## src/rtl/pu_hop_rx.sv

```systemverilog
// pu_hop_rx: collects one packet path of hop records into a local buffer and
// presents a completed-path descriptor that is held until the consumer releases it.
`default_nettype none

`ifndef HOP_INFO_NBITS
`define HOP_INFO_NBITS 16
`endif

module pu_hop_rx #(
  parameter int HOP_NBITS = `HOP_INFO_NBITS,
  parameter int MAX_HOPS  = 16,
  parameter int CNT_NBITS = 5
) (
  input  logic                        clk,
  input  logic                        rst,
  input  logic                        pp_pu_hop_valid,
  input  logic [HOP_NBITS-1:0]        pp_pu_hop_data,
  input  logic                        pp_pu_hop_sop,
  input  logic                        pp_pu_hop_eop,
  input  logic                        pp_pu_hop_error,
  output logic                        pu_pp_hop_ready,
  output logic                        pkt_valid,
  output logic [CNT_NBITS-1:0]        pkt_hop_count,
  output logic [1:0]                  pkt_status,
  input  logic                        pkt_done,
  input  logic [$clog2(MAX_HOPS)-1:0] hop_rd_addr,
  output logic [HOP_NBITS-1:0]        hop_rd_data,
  output logic [7:0]                  err_cnt
);

  localparam int AW = $clog2(MAX_HOPS);
  localparam logic [CNT_NBITS-1:0] FULL = CNT_NBITS'(MAX_HOPS);
  localparam logic [1:0] ST_OK       = 2'd0;
  localparam logic [1:0] ST_OVERFLOW = 2'd2;

  typedef enum logic [1:0] {IDLE, COLLECT, DROP, PEND} state_t;

  state_t               state, state_nxt;
  logic [CNT_NBITS-1:0] count, count_nxt;
  logic [1:0]           status, status_nxt;
  logic                 wr_en;
  logic [AW-1:0]        wr_addr;
  logic [1:0]           err_inc;
  logic                 accept;
  logic [8:0]           err_sum;
  logic [HOP_NBITS-1:0] mem [MAX_HOPS];

  assign pu_pp_hop_ready = (state != PEND);
  assign accept          = pp_pu_hop_valid & pu_pp_hop_ready;
  assign pkt_valid       = (state == PEND);
  assign pkt_hop_count   = count;
  assign pkt_status      = status;

  always_comb begin
    state_nxt  = state;
    count_nxt  = count;
    status_nxt = status;
    wr_en      = 1'b0;
    wr_addr    = count[AW-1:0];
    err_inc    = 2'd0;
    unique case (state)
      IDLE: begin
        if (accept) begin
          if (pp_pu_hop_sop) begin
            wr_en      = 1'b1;
            wr_addr    = '0;
            count_nxt  = CNT_NBITS'(1);
            status_nxt = {1'b0, pp_pu_hop_eop & pp_pu_hop_error};
            state_nxt  = pp_pu_hop_eop ? PEND : COLLECT;
          end else begin
            err_inc = 2'd1;
          end
        end
      end
      COLLECT: begin
        if (accept) begin
          if (pp_pu_hop_sop) begin
            // A fresh sop abandons the partial path and restarts the buffer.
            wr_en      = 1'b1;
            wr_addr    = '0;
            count_nxt  = CNT_NBITS'(1);
            status_nxt = {1'b0, pp_pu_hop_eop & pp_pu_hop_error};
            state_nxt  = pp_pu_hop_eop ? PEND : COLLECT;
            err_inc    = 2'd1;
          end else if (count < FULL) begin
            wr_en     = 1'b1;
            count_nxt = count + CNT_NBITS'(1);
            if (pp_pu_hop_eop) begin
              status_nxt = {1'b0, pp_pu_hop_error};
              state_nxt  = PEND;
            end
          end else begin
            status_nxt = ST_OVERFLOW;
            state_nxt  = pp_pu_hop_eop ? PEND : DROP;
          end
        end
      end
      DROP: begin
        if (accept && pp_pu_hop_eop) begin
          status_nxt = ST_OVERFLOW;
          count_nxt  = FULL;
          state_nxt  = PEND;
        end
      end
      PEND: begin
        if (pkt_done) begin
          state_nxt  = IDLE;
          count_nxt  = '0;
          status_nxt = ST_OK;
        end
      end
      default: state_nxt = IDLE;
    endcase
    if (state != PEND && state_nxt == PEND && status_nxt != ST_OK)
      err_inc = err_inc + 2'd1;
  end

  assign err_sum = {1'b0, err_cnt} + {7'd0, err_inc};

  always_ff @(posedge clk or posedge rst) begin
    if (rst) begin
      state       <= IDLE;
      count       <= '0;
      status      <= ST_OK;
      err_cnt     <= 8'd0;
      hop_rd_data <= '0;
    end else begin
      state       <= state_nxt;
      count       <= count_nxt;
      status      <= status_nxt;
      err_cnt     <= err_sum[8] ? 8'hFF : err_sum[7:0];
      hop_rd_data <= mem[hop_rd_addr];
    end
  end

  // Buffer has no reset; a same-address write/read returns the old word.
  always_ff @(posedge clk) begin
    if (wr_en)
      mem[wr_addr] <= pp_pu_hop_data;
  end

endmodule

`default_nettype wire

```

## config.mk

```make
export PLATFORM = sky130hd
export DESIGN_NAME = pu_hop_rx
export DESIGN_NICKNAME = d
export VERILOG_FILES = /design/src/rtl/pu_hop_rx.sv
export SDC_FILE = /design/constraint.sdc
export NUM_CORES = 1
export LEC_CHECK = 0
export BUFFER_PORTS_ARGS = -buffer_cell sky130_fd_sc_hd__buf_2
export CORE_MARGIN = 8
export CORE_UTILIZATION = 26
export CTS_CLUSTER_SIZE = 30
export DETAILED_ROUTE_END_ITERATION = 6
export SYNTH_ARGS = -nofsm -noshare
export SYNTH_HDL_FRONTEND = slang
export SYNTH_SLANG_ARGS = --single-unit
```

## constraint.sdc

```tcl
create_clock -name clk -period 6.4 [get_ports clk]
set_clock_uncertainty 0.05 [all_clocks]
set_input_delay 0.96 -clock clk [delete_from_list [all_inputs] [get_ports clk]]
set_output_delay 0.96 -clock clk [all_outputs]
set_load 0.03 [all_outputs]
```

==> results.rst <==
.. list-table::
   :header-rows: 1

   * - Metric
     - Value
   * - Footprint of the flip-flops and latches
     - 8513 µm²
   * - Sequential cell area fraction in the yosys report
     - 0.7506
   * - First drt pass iteration count
     - 4
   * - Number of flops mapped to enable cells by yosys
     - about 260
   * - Number of sinks driven by the clock tree
     - roughly 290
   * - Row count
     - 76
   * - H-tree level count
     - 1
   * - Aggregate global-route resource usage
     - 0.09635
   * - VDD IR max
     - around 210 µV
   * - Critical path startpoint category
     - flop
   * - Leakage power
     - 0.004495 µW
   * - Full die area
     - 50560 µm²
   * - Antenna viol nets, final
     - 0
   * - Global-route wire length before repair
     - ~36 mm
   * - Layout fillers
     - between 4000 and 5000
   * - Via count of the first global-routing pass
     - roughly 5500
   * - Count of pins over their slew limit
     - 0
   * - Count of state elements after synthesis
     - approximately 290
   * - Clk Tree Root Cell
     - sky130_fd_sc_hd__clkbuf_16
   * - Port Buf Inserts
     - 59
   * - Clock latency on the worst-skew pair
     - approximately 0.58 ns
   * - Layout overhead on the synthesized area
     - 18.35%
   * - Maximum operating frequency
     - 305.7 MHz
   * - Accumulated negative setup slack
     - 0 ns
   * - Number of primary I/O pins
     - 60
   * - Result of the run
     - complete, no violations
   * - Number of CTS-inserted buffers
     - 30
   * - Synthesized Nets
     - 551
   * - Worst max-slew margin expressed relative to the limit
     - 0.4029
   * - Resized cells post-CTS
     - 0
   * - Most frequently used flop master after synthesis
     - sky130_fd_sc_hd__edfxtp_1
   * - Total overflow reported by the global router
     - 0
   * - Drt first-iter violations
     - 474
   * - Pin count of the biggest net entering global routing
     - 59
   * - CP endpoint kind
     - flop
   * - Library cells used by synthesis
     - 44
   * - Post-Synthesis Mean Instance Area
     - 21.85 µm²
   * - Post-CTS Hold Buffers
     - 0
   * - Average vias per placed instance
     - 4.387
   * - Maximum root-to-sink buffer count
     - 3
   * - Required time of the critical path
     - 6.82 ns
   * - Worst min-delay path class
     - reg -> reg
   * - Setup repair after global routing missed its margin
     - no
   * - Type of the setup path with the least slack
     - reg -> reg
   * - Arr. time, crit path
     - 3.70 ns
   * - Number of warning messages in the yosys log
     - 0
   * - TritonCTS clock tree
     - built
   * - Gp weighted congestion
     - 0.7431
   * - Setup Viol. Count Final
     - 0
   * - Setup repair bufs after CTS
     - 0
   * - Utilization of the core after routing
     - 0.3116
   * - DRC viols
     - 0
   * - Proportion of synthesized flip-flops having asynchronous set or reset
     - 0.1142
   * - Register clock-pin slew on the reported worst setup and hold paths
     - 0.06 ns
   * - Final cycle utilization of the critical path
     - 0.5111
   * - Ratio of cells with drive above 1 in the final layout
     - 0.2992
   * - Power density normalized to cell area
     - 331.6 nW/µm²
   * - Via count
     - between 5000 and 6000
   * - Cell area after technology mapping
     - 11340 µm²
   * - Worst-path fanout max
     - 13
   * - Footprint of the multi-input gates
     - roughly 2700 µm²
   * - Hold Slack
     - 0.4746 ns
   * - Initial antenna violation count
     - 4
   * - Starting density of the core
     - 0.2633
   * - Y dimension of the die
     - roughly 220 µm
   * - Net count, final
     - 634
   * - Min Tclk post-route
     - 3.271 ns
   * - Die outline width
     - 224.9 µm
   * - WL/cell
     - 20.16 µm
   * - Max-cap violation count
     - 0
   * - Transition time at the pin with the least slew margin
     - 0.8957 ns
   * - Gate count after technology mapping
     - 519
   * - Final hold violations
     - 0
   * - Drt total wl
     - around 24 mm
   * - Core region area
     - 43080 µm²
   * - Post-DP HPWL
     - 13.85 mm
cells in the final DEF, fill, tap and decap left out, types with 4 or more instances in the layout:
master / Yosys / routed
sky130_fd_sc_hd__dfrtp_1: 33 / 33
sky130_fd_sc_hd__clkbuf_16: 0 / 30
sky130_fd_sc_hd__inv_1: 9 / 8
sky130_fd_sc_hd__a21oi_1: 5 / 4
sky130_fd_sc_hd__clkbuf_1: 7 / 4
sky130_fd_sc_hd__xor2_1: 4 / 4
sky130_fd_sc_hd__nor2_1: 16 / 5
sky130_fd_sc_hd__nor2b_1: 7 / 7
sky130_fd_sc_hd__nor2_2: 0 / 11
sky130_fd_sc_hd__mux4_2: 44 / 44
sky130_fd_sc_hd__clkinv_2: 0 / 7
sky130_fd_sc_hd__mux4_1: 36 / 36
sky130_fd_sc_hd__buf_4: 0 / 19
sky130_fd_sc_hd__nand2_1: 20 / 20
sky130_fd_sc_hd__ha_1: 4 / 4
sky130_fd_sc_hd__nand2b_1: 6 / 6
sky130_fd_sc_hd__o21ai_0: 13 / 13
sky130_fd_sc_hd__nand3_1: 7 / 7
sky130_fd_sc_hd__edfxtp_1: 256 / 256
sky130_fd_sc_hd__bufinv_16: 0 / 4
sky130_fd_sc_hd__buf_2: 5 / 58
through the flow:
stage | cell area (µm²) | power, µW | std cells | setup slack, ns
final | 13420 | 4451 | 1211 | 3.129
after global routing | 13420 | 4613 | 1210 | 2.840
after CTS | 13420 | 4504 | 1210 | 3.156
after detailed placement | 12390 | 2730 | 1155 | 2.685
after global placement | 12390 | 2722 | 1155 | 2.779
after floorplan | 11340 | 2557 | 519 | 2.485
critical path, stage by stage (launching register included):
cell,delay (ns)
sky130_fd_sc_hd__dfrtp_1,0.57
sky130_fd_sc_hd__nor2b_1,0.37
sky130_fd_sc_hd__nand2_1,0.13
sky130_fd_sc_hd__o311ai_0,0.40
sky130_fd_sc_hd__o2111a_1,0.25
sky130_fd_sc_hd__ha_1,0.14
sky130_fd_sc_hd__ha_1,0.16
sky130_fd_sc_hd__inv_1,0.05
sky130_fd_sc_hd__fa_1,0.40
sky130_fd_sc_hd__nand2b_1,0.19
sky130_fd_sc_hd__nor2_1,0.16
sky130_fd_sc_hd__nand3_1,0.20
sky130_fd_sc_hd__nand2b_1,0.12
state kept, by name, summed over array words and instances (netlist names):
signal and count:
pkt_hop_count 5, hop_rd_data 16, mem 256, err_cnt 8, pkt_status 2, state 2
worst paths after layout:
kind | end | slack [ns] | depth (start not counted) | from
max in group asynchronous | err_cnt[1]$_DFF_PP0_ | 5.17 | 2 | rst
setup / recovery | err_cnt[0]$_DFF_PP0_ | 3.13 | 12 | state[0]$_DFF_PP0_
hold / removal | err_cnt[6]$_DFF_PP0_ | 0.47 | 1 | err_cnt[6]$_DFF_PP0_
setup reg to reg | err_cnt[0]$_DFF_PP0_ | 3.13 | 12 | state[0]$_DFF_PP0_
min in group asynchronous | hop_rd_data[12]$_DFF_PP0_ | 0.52 | 2 | rst
hold reg to reg | err_cnt[6]$_DFF_PP0_ | 0.47 | 1 | err_cnt[6]$_DFF_PP0_
power by group:
part | internal (µW) | leakage [µW] | switching, µW | total, µW
clock | 1060 | 0.000500 | 711 | 1770
combinational | 174 | 0.00129 | 306 | 480
sequential | 2130 | 0.00271 | 75.8 | 2200
total | 3360 | 0.00450 | 1090 | 4450
synthesized netlist by cell type (5+ instances only):
cell type	instances	area (µm²)
sky130_fd_sc_hd__buf_2	5	25.02
sky130_fd_sc_hd__edfxtp_1	256	7687
sky130_fd_sc_hd__clkbuf_1	7	26.28
sky130_fd_sc_hd__mux4_1	36	945.9
sky130_fd_sc_hd__a21oi_1	5	25.02
sky130_fd_sc_hd__buf_6	5	56.30
sky130_fd_sc_hd__nor2_1	16	60.06
sky130_fd_sc_hd__inv_1	9	33.78
sky130_fd_sc_hd__buf_1	7	26.28
sky130_fd_sc_hd__nand2b_1	6	37.54
sky130_fd_sc_hd__nor2b_1	7	43.79
sky130_fd_sc_hd__nand2_1	20	75.07
sky130_fd_sc_hd__o21ai_0	13	65.06
sky130_fd_sc_hd__nand3_1	7	35.03
sky130_fd_sc_hd__dfrtp_1	33	825.8
sky130_fd_sc_hd__mux4_2	44	991.0
area by class of cell:
class / instances / area share
diodes: 1 / 0.0001864
multi-input cells: 195 / 0.1998
inverters: 9 / 0.002517
repair buffers: 77 / 0.03225
well taps: 585 / 0.05453
flip-flops and latches: 289 / 0.6342
clock buffers: 37 / 0.06012
clock inverters: 18 / 0.01641
metal layers:
layer / track usage / vias up / share of wire
li1: - / 2346 / -
met1: 0.1245 / 2812 / 0.44
met2: 0.1629 / 108 / 0.49
met3: 0.02084 / 41 / 0.042
met4: 0.02469 / 6 / 0.022
met5: 0 / - / 0.0014
logic make-up after synthesis:
| logic type | count (synthesis) | share of synthesized area |
|---|---|---|
| muxes | 81 | 0.1718 |
| adders and majority gates | 5 | 0.006178 |
| and+or+nand+nor | 68 | 0.02890 |
| DFF | 289 | 0.7506 |
| xor gates and xnor gates | 5 | 0.003861 |
| buffers and inverters | 35 | 0.01787 |
| AOI/OAI and AO/OA | 36 | 0.02085 |
(Power assumes the default switching activity.)
